<file path="src/rtl/seq_pkg.sv">
// Shared definitions for the operand sequencer: FSM state encoding and the
// op-select encodings understood by the downstream three-operand adder.
package seq_pkg;

   typedef enum logic [2:0] {
      CMD  = 3'd0,
      LD_A = 3'd1,
      LD_B = 3'd2,
      LD_C = 3'd3,
      EXEC = 3'd4,
      DONE = 3'd5
   } seq_state_t;

   localparam logic [1:0] OP_ADD   = 2'b00;
   localparam logic [1:0] OP_NEG_A = 2'b01;
   localparam logic [1:0] OP_NEG_B = 2'b10;
   localparam logic [1:0] OP_NEG_C = 2'b11;

endpackage

</file>
<file path="src/rtl/operand_sequencer.sv">
// Byte-serial front end for the three-operand adder: collects command + a/b/c
// over a valid/ready stream, captures the adder result, and offers it downstream.
module operand_sequencer
   import seq_pkg::*;
#(
   parameter int W = 8
) (
   input  logic         clk,
   input  logic         rst,
   input  logic [W-1:0] in_data,
   input  logic         in_valid,
   output logic         in_ready,
   output logic [W-1:0] a,
   output logic [W-1:0] b,
   output logic [W-1:0] c,
   output logic [1:0]   op,
   input  logic [W-1:0] sum,
   input  logic         sum_carry,
   output logic [W-1:0] res,
   output logic         res_carry,
   output logic         res_valid,
   input  logic         res_ready,
   output logic [7:0]   tx_count
);

   // Handshake: a beat (or a result) transfers on a rising edge where the
   // producer's valid and the consumer's ready are both 1; nothing else moves data.

   seq_state_t state, state_next;
   logic       beat;

   assign beat = in_valid && in_ready;

   always_ff @(posedge clk) begin
      if (rst) state <= CMD;
      else     state <= state_next;
   end

   always_comb begin
      state_next = state;
      case (state)
         CMD:     if (beat) state_next = LD_A;
         LD_A:    if (beat) state_next = LD_B;
         LD_B:    if (beat) state_next = LD_C;
         LD_C:    if (beat) state_next = EXEC;
         EXEC:    state_next = DONE;
         DONE:    if (res_ready) state_next = CMD;
         default: state_next = CMD;
      endcase
   end

   // in_ready is forced low during reset so no beat can be taken on the reset edge.
   always_comb begin
      in_ready  = 1'b0;
      res_valid = 1'b0;
      case (state)
         CMD, LD_A, LD_B, LD_C: in_ready = !rst;
         DONE:                  res_valid = 1'b1;
         default:               ;
      endcase
   end

   always_ff @(posedge clk) begin
      if (rst) begin
         op        <= '0;
         a         <= '0;
         b         <= '0;
         c         <= '0;
         res       <= '0;
         res_carry <= 1'b0;
         tx_count  <= '0;
      end else begin
         if (beat && state == CMD)  op <= in_data[1:0];
         if (beat && state == LD_A) a  <= in_data;
         if (beat && state == LD_B) b  <= in_data;
         if (beat && state == LD_C) c  <= in_data;
         if (state == EXEC) begin
            res       <= sum;
            res_carry <= sum_carry;
         end
         if (state == DONE && res_ready) tx_count <= tx_count + 8'd1;
      end
   end

endmodule

</file>
<file path="config.mk">
export PLATFORM = sky130hd
export DESIGN_NAME = operand_sequencer
export DESIGN_NICKNAME = d
export VERILOG_FILES = /design/src/rtl/seq_pkg.sv /design/src/rtl/operand_sequencer.sv
export SDC_FILE = /design/constraint.sdc
export NUM_CORES = 1
export LEC_CHECK = 0
export BUFFER_PORTS_ARGS = -buffer_cell sky130_fd_sc_hd__buf_2
export CORE_ASPECT_RATIO = 0.7
export CORE_UTILIZATION = 30
export DETAILED_ROUTE_END_ITERATION = 10
export PLACE_DENSITY = 0.55
export SYNTH_ARGS = -nofsm -noshare
export SYNTH_HDL_FRONTEND = slang
export SYNTH_SLANG_ARGS = --single-unit
</file>
<file path="constraint.sdc">
create_clock -name clk -period 2 [get_ports clk]
set_clock_uncertainty 0.15 [all_clocks]
set_input_delay 0.2 -clock clk [delete_from_list [all_inputs] [get_ports clk]]
set_output_delay 0.2 -clock clk [all_outputs]
set_load 0.01 [all_outputs]
</file>
Word level (Yosys, flattened, before mapping)

Index checks and enable logic that the tools add are counted.

Flip-flop bits (word level): 46
Latch bits: 0
RAM bits: 0
Bits in read-only memories: 0
Input bits: 21
Output and inout port bits: 45
Word-level logic and storage cells: 37
Memories kept: 0

$add $sub $neg: 1
$mul: 0
Div/mod/pow operators: 0
Magnitude comparators: 0
Equality and inequality tests: 10
Shifts and indexed selects: 0
Muxes and demuxes: 8
Bitwise gates (word level): 0
Reductions and logical operators: 10

Operators by type and width:

| kind                  | number |
|---|---|
| $pmux W3 S6           | 1 |
| $mux W3               | 5 |
| $ne A2 B2 Y1 const B  | 5 |
| $add A8 B1 Y8 const B | 1 |
| $eq A3 B2 Y1 const B  | 2 |
| $eq A3 B3 Y1 const B  | 2 |
| $logic_and A1 B1 Y1   | 6 |
| $reduce_and A5 Y1     | 1 |
| $reduce_or A4 Y1      | 1 |
| $eq A3 B1 Y1 const B  | 1 |
| $logic_not A3 Y1      | 1 |
| $mux W1               | 2 |
| $logic_not A1 Y1      | 1 |

Logic depth before layout (Yosys ltp)

Gate-level depths: netlist (run 1).

Depth in word-level cells: 6
Gate-level depth with buffers: 6
Mapped depth without buffers: 4

Worst setup path before layout (run 1)

Ideal clock, no wire load.

Kind: register to register
Start: register state[1]
End: register tx_count[7]
Library setup time: 0.121 ns
Arrival time: 1.221 ns
Data required time: 1.729 ns
Setup slack: 0.509 ns
Cell stages (with the launch flop): 5
Path buffers: 1
Period minus slack after synthesis: 1.491 ns
Path through: dfxtp_1 buf_6 nand4b_4 nor4_1 mux2_2

Cells in the longest elaborated chain, start to end: 2

Ends and longest elaborated chain:

| element                | line                    | source |
|---|---|---|
| from (decl)            | operand_sequencer.sv:29 | `seq_state_t state, state_next;` |
| from (signal assigned) | operand_sequencer.sv:36 | `else state <= state_next;` |
| $eq A3 B3 Y1           | operand_sequencer.sv:81 | `if (state == DONE && res_ready) tx_count <= tx_count + 8'd1;` |
| $logic_and A1 B1 Y1    | operand_sequencer.sv:81 |  |
| to (signal assigned)   | operand_sequencer.sv:81 |  |
| to (decl)              | operand_sequencer.sv:23 | `output logic [7:0] tx_count` |

Every way passes these cells.
A chain may end at the register's enable or synchronous reset.

Final worst setup path (run 1)

Start: register state[2]
End: register tx_count[7]

The elaborated chain is that of the path after synthesis.

==> results of run 1 <==
-- flip-flops by register name (all words and copies together) (netlist names) --
register / flops
a: 8
b: 8
c: 8
op: 2
res: 8
res_carry: 1
state: 3
tx_count: 8
-- worst register-to-register path, cell delays in order (launching register included) --
cell,delay [ns]
dfxtp_1,0.54
nand4b_4,0.24
nor4_1,0.35
mux2_2,0.36
-- layout by cell type, fill, tap and decap left out, drive strengths merged, types with 3 or more instances in the layout --
cell type,instances
dlygate4sd3,9
clkbuf,6
nand2,4
xor2,3
nand3,30
mux2i,10
or3,3
nor2,14
dfxtp,46
buf,74
a21oi,34
o21ai,29
-- power groups by stage --
stage | clock network (mW) | logic (mW) | registers (mW)
2_1_floorplan | 0 | 0.102 | 0.965
4_1_cts | 0.614 | 0.193 | 0.939
6_report | 0.590 | 0.190 | 0.939
3_5_place_dp | 0 | 0.179 | 0.961
5_1_grt | 0.656 | 0.214 | 0.941
3_3_place_gp | 0 | 0.177 | 0.960
-- per-stage QoR --
| stage | util [%] | total power [mW] |
|---|---|---|
| after floorplan | - | 1.068 |
| after global placement | 38.68 | 1.137 |
| after detailed placement | 38.68 | 1.140 |
| after CTS | 41.84 | 1.745 |
| after global routing | 41.84 | 1.812 |
| final | 41.84 | 1.719 |
-- worst min-delay path by stage --
stage / slack [ns] / start / endpoint
3_5_place_dp: 0.29 / sum[2] / res[2]$_SDFFE_PP0P_
2_1_floorplan: 0.20 / sum[0] / res[0]$_SDFFE_PP0P_
4_1_cts: 0.02 / in_data[2] / a[2]$_SDFFE_PP0P_
5_1_grt: 0.02 / in_data[2] / a[2]$_SDFFE_PP0P_
6_report: 0.03 / in_data[7] / b[7]$_SDFFE_PP0P_
3_3_place_gp: 0.28 / sum[7] / res[7]$_SDFFE_PP0P_
-- layout make-up --
cell class / count / area (um^2)
multi-input cells: 147 / 859.6
flip-flops and latches: 46 / 920.9
clock inverters: 2 / 12.51
inverters: 1 / 3.754
repair buffers: 83 / 483.0
fillers: 629 / 3415
well taps: 75 / 93.84
clock buffers: 6 / 82.58
-- logic make-up (layout without fill, tap and decap cells) --
| logic type | Yosys count | count (layout) |
|---|---|---|
| AO/OA/AOI/OAI | 65 | 65 |
| buffers and inverters | 19 | 92 |
| adder cells (fa/ha/maj) | 1 | 1 |
| AND/OR/NAND/NOR | 67 | 67 |
| XOR/XNOR | 3 | 3 |
| flip-flops | 46 | 46 |
| multiplexers | 11 | 11 |
-- per-layer routing --
layer | vias to the layer above | routed length, um | global-route usage (%)
met1 | 774 | 2468 | 21.99
li1 | 891 | - | -
met2 | 56 | 2002 | 22.27
met4 | 0 | 0 | 3.358
met3 | 0 | 283 | 4.290
met5 | - | 0 | 0
-- what timing repair did --
| action | CTS | global route |
|---|---|---|
| endpoints found under the setup margin | 0 | 0 |
| hold buffers | 9 | 0 |
| buffers inserted | 0 | 0 |
| resized for setup | 0 | 0 |
| endpoints found under the hold margin | 9 | 0 |
==> flow_metrics.env, run 1 <==
export IMPL_status="complete, no violations"
export IMPL_num_vias=1721
export IMPL_r2r_cells=3
export IMPL_p_leak_nw=1.045
export IMPL_yosysTopAreaCell="dfxtp_1"
export IMPL_clkSlewWorstSetupHoldPaths_ns=0.09
export IMPL_synth_cells=212
export IMPL_fin_cells=360
export IMPL_synth_compound_area_share_pct=17.55
export IMPL_synth_edf_count=0
export IMPL_peakVddDrop_mv=0.2891
export IMPL_synthMuxAreaShare_pct=5.918
export IMPL_path_cells="nand4b_4 > nor4_1 > mux2_2"
export IMPL_start_util_pct=32.05
export IMPL_synthToLayoutAreaGrowth_pct=30.52
export IMPL_synth_xor_xnor_area_share_pct=1.396
export IMPL_path_depth=3
export IMPL_synth_main_ff_cell="dfxtp_1"
export IMPL_period_share_pct=87.86
export IMPL_pwr_share_clk_pct=34.3
export IMPL_drtAntennaViolNets=0
export IMPL_tightest_slew_ns=0.3781
export IMPL_ys_warn_count=0
export IMPL_synthSimpleGateAreaFrac_pct=19.88
export IMPL_slowest_delay_ns=0.54
export IMPL_rsz0062_at_grt="no"
export IMPL_drive_gt1_share_pct=30.88
export IMPL_holdCritPathClass="in2reg"
export IMPL_synth_fa_ha_area_share_pct=0.6649
export IMPL_setup_slack_ns=0.2428
export IMPL_worstReg2RegStart="state[2]$_SDFFE_PP0P_"
export IMPL_slew_violations=0
export IMPL_tns_ns=0
export IMPL_drc_errors=0
export IMPL_dp_hpwl_mm=3.289
export IMPL_routed_wl_mm=4.754
export IMPL_cp_buffers_inverters=0
export IMPL_dp_cells=343
export IMPL_crit_path_top_delay_cell="dfxtp_1"
export IMPL_antenna_found_initial=0
export IMPL_grt_total_usage_pct=15.20
export IMPL_p_int_mw=1.285
export IMPL_end_kind="flip-flop"
export IMPL_io_pins=66
export IMPL_design_area_mm2=0.002456
export IMPL_htree_levels=2
export IMPL_yosysMostFrequentCell="dfxtp_1"
export IMPL_io_buffer_count=65
export IMPL_critPathLaunch="state[2]$_SDFFE_PP0P_"
export IMPL_worstPathMaxFanout=13
export IMPL_ys_seq_area_share_pct=48.94
export IMPL_crit_end="tx_count[7]$_SDFFE_PP0P_"
export IMPL_hold_viol_final=0
export IMPL_clock_tree_buffer_depth=2
export IMPL_grt_max_degree=33
export IMPL_drt_initial_drc_count=75
export IMPL_reg2reg_to="tx_count[7]$_SDFFE_PP0P_"
export IMPL_synth_top_family_by_area="simple AND/OR/NAND/NOR gates"
export IMPL_ys_ff_latch=46
export IMPL_yosys_area_top_type_share_pct=48.94
export IMPL_synthDistinctLibCells=33
export IMPL_hold_depth=3
export IMPL_die_area_mm2=0.006598
export IMPL_detail_route_vias_per_cell=4.781
export IMPL_diodes=0
export IMPL_placed_area_mm2=0.002271
export IMPL_seqPwrFrac_pct=54.6
export IMPL_fin_crit_ns=1.757
export IMPL_r2r_slack_ns=0.24
export IMPL_cts_tree="built"
export IMPL_clk_insertion_delay_late_ns=0.29
export IMPL_cts_sinks=46
export IMPL_whs_ns=0.03086
export IMPL_powerDensity_mw_per_mm2=700.0
export IMPL_synth_fp_nets=234
export IMPL_critical_path_required_ns=2.03
export IMPL_core_rowCount=23
export IMPL_nets=306
export IMPL_cts_buffers=5
export IMPL_grt_pass1_wl_mm=7.983
export IMPL_grt_overflow_total=0
export IMPL_cp_top_family="simple AND/OR/NAND/NOR gates"
export IMPL_start_kind="flip-flop"
export IMPL_p_comb_share_pct=11.1
export IMPL_place_gp_congestion=0.7023
export IMPL_drt_pass1_iterations=4
export IMPL_switching_share_pct=25.24
export IMPL_power_switching_uw=433.9
export IMPL_max_cap_viol_count=0
export IMPL_avgSynthCellArea_um2=8.876
export IMPL_die_h_um=68.27
export IMPL_synth_commonest_cells="46 x dfxtp_1, 34 x a21oi_1, 30 x nand3_1"
export IMPL_pre_cts_slack_ns=0.2538
export IMPL_core_area_mm2=0.005871
export IMPL_grt_pass1_vias=1582
export IMPL_die_w_um=96.66
export IMPL_cts_root_buffer="clkbuf_8"
export IMPL_syn_area_mm2=0.001882
export IMPL_netlist_top_cells_area="dfxtp_1 49%, a21oi_1 9.0%, nand3_1 8.0%"
export IMPL_crit_arrival_ns=1.79
export IMPL_critPathKind="reg2reg"
export IMPL_relSlewSlack_pct=74.79
export IMPL_max_freq_ghz=0.5691
export IMPL_setup_violations=0
export IMPL_synthArstFlopShare_pct=0
export IMPL_post_drt_wl_per_cell_um=13.21
Power figures use the tool's default switching activity.
==> run 2: changes to the inputs <==
Settings changed: CORE_MARGIN set to 8, REMOVE_ABC_BUFFERS set to 1.
==> flow_metrics.env, run 2 (synthesized netlist as in run 1, its figures left out) <==
export IMPL_cts_sinks=46
export IMPL_max_freq_ghz=0.5969
export IMPL_drt_pass1_iterations=4
export IMPL_critical_path_required_ns=2.03
export IMPL_drive_gt1_share_pct=30.77
export IMPL_period_share_pct=83.77
export IMPL_grt_total_usage_pct=11.56
export IMPL_clk_insertion_delay_late_ns=0.29
export IMPL_dp_cells=347
export IMPL_detail_route_vias_per_cell=4.849
export IMPL_clock_tree_buffer_depth=2
export IMPL_r2r_slack_ns=0.32
export IMPL_relSlewSlack_pct=78.97
export IMPL_worstReg2RegStart="state[0]$_SDFFE_PP0P_"
export IMPL_layout_commonest_cell="buf_2"
export IMPL_die_w_um=110.7
export IMPL_dp_hpwl_mm=3.911
export IMPL_htree_levels=2
export IMPL_start_util_pct=30.57
export IMPL_powerDensity_mw_per_mm2=700.1
export IMPL_tightest_slew_ns=0.3154
export IMPL_io_buffer_count=65
export IMPL_place_gp_congestion=0.7752
export IMPL_grt_pass1_vias=1686
export IMPL_core_rowCount=24
export IMPL_slew_violations=0
export IMPL_crit_arrival_ns=1.71
export IMPL_core_area_mm2=0.006156
export IMPL_multi_input_area_um2=859.6
export IMPL_rsz0062_at_grt="no"
export IMPL_synthToLayoutAreaGrowth_pct=30.92
export IMPL_wl_met3_um=295
export IMPL_finish_utilization_pct=40.02
export IMPL_diodes=0
export IMPL_r2r_cells=3
export IMPL_design_power_total_mw=1.725
export IMPL_fin_cells=364
export IMPL_peakVddDrop_mv=0.3295
export IMPL_tns_ns=0
export IMPL_start_kind="flip-flop"
export IMPL_holdCritPathClass="in2reg"
export IMPL_drt_initial_drc_count=91
export IMPL_min_delay_start="in_data[3]"
export IMPL_drtAntennaViolNets=0
export IMPL_die_area_mm2=0.009103
export IMPL_io_pins=66
export IMPL_setup_violations=0
export IMPL_grt_pass1_wl_mm=8.625
export IMPL_p_leak_nw=1.051
export IMPL_status="complete, no violations"
export IMPL_grt_max_degree=29
export IMPL_fin_crit_ns=1.675
export IMPL_die_h_um=82.27
export IMPL_routed_wl_mm=5.355
export IMPL_reg2reg_to="tx_count[7]$_SDFFE_PP0P_"
export IMPL_met2_length_mm=2.337
export IMPL_top_layer_used="met4"
export IMPL_min_delay_worst_endpoint="b[3]$_SDFFE_PP0P_"
export IMPL_antenna_found_initial=0
export IMPL_regArea_um2=920.9
export IMPL_end_kind="flip-flop"
export IMPL_wl_met1_mm=2.697
export IMPL_critPathKind="reg2reg"
export IMPL_max_cap_viol_count=0
export IMPL_clkSlewWorstSetupHoldPaths_ns=0.09
export IMPL_cts_resized=0
export IMPL_fill_cells=629
export IMPL_final_cell_mix="65 x buf_2, 46 x dfxtp_1, 34 x a21oi_1"
export IMPL_num_vias=1765
export IMPL_cts_root_buffer="clkbuf_8"
export IMPL_worstPathMaxFanout=13
export IMPL_cts_tree="built"
export IMPL_nets=307
export IMPL_grt_overflow_total=0
export IMPL_post_drt_wl_per_cell_um=14.71
export IMPL_hold_depth=3
export IMPL_drc_errors=0
export IMPL_cts_buffers=5
export IMPL_hold_viol_final=0
run 2: cell count changes in the layout (fill, tap and decap cells not counted):
cell / before / now
clkinvlp_4: 1 / 0
buf_4: 9 / 10
clkbuf_1: 0 / 1
run 2: worst max-delay path, cell delays in order (launching register included):
cell and delay (ns):
dfxtp_1 0.46, nand4b_4 0.23, nor4_1 0.36, mux2_2 0.37
run 2: final cells by class:
cell class	instances	share of cell area, %
clock buffer	7	3.504
clock inverter	1	0.2031
inverter	1	0.1524
multi-input combinational	147	34.89
sequential	46	37.38
tap	78	3.961
timing repair buffer	84	19.91
run 2: worst max path at each step:
stage	startpoint	to	slack [ns]	depth (start not counted)
2_1_floorplan	state[2]$_SDFFE_PP0P_	res[0]$_SDFFE_PP0P_	-0.11	3
3_3_place_gp	state[0]$_SDFFE_PP0P_	tx_count[7]$_SDFFE_PP0P_	0.36	3
3_5_place_dp	state[0]$_SDFFE_PP0P_	tx_count[7]$_SDFFE_PP0P_	0.31	3
4_1_cts	state[0]$_SDFFE_PP0P_	tx_count[7]$_SDFFE_PP0P_	0.32	3
5_1_grt	state[0]$_SDFFE_PP0P_	tx_count[7]$_SDFFE_PP0P_	0.22	3
6_report	state[0]$_SDFFE_PP0P_	tx_count[7]$_SDFFE_PP0P_	0.32	3
run 2: power breakdown:
| group | total, mW | internal [mW] | switching (mW) |
|---|---|---|---|
| Combinational | 0.186 | 0.0754 | 0.111 |
| Sequential | 0.945 | 0.931 | 0.0139 |
| Clock | 0.593 | 0.280 | 0.314 |
run 2: metrics by stage:
stage / setup slack [ns] / cell area (um^2) / hold slack [ns]
detailed placement: 0.3085 / 2282 / 0.3007
global placement: 0.3625 / 2282 / 0.2853
CTS: 0.3196 / 2464 / 0.02802
global route: 0.2151 / 2464 / 0.02327
floorplan: -0.1111 / 1779 / 0.1191
finish: 0.3247 / 2464 / 0.03771
run 2: metal layers:
metal / GRT usage (%) / up-vias
met5: 0 / -
met4: 2.416 / 0
met3: 3.535 / 2
met2: 17.67 / 55
met1: 15.74 / 809
li1: - / 899
run 2: timing repair:
| item | CTS | global route |
|---|---|---|
| hold buffers | 9 | 0 |
| endpoints found under the hold margin | 9 | 0 |
| setup buffers | 0 | 0 |
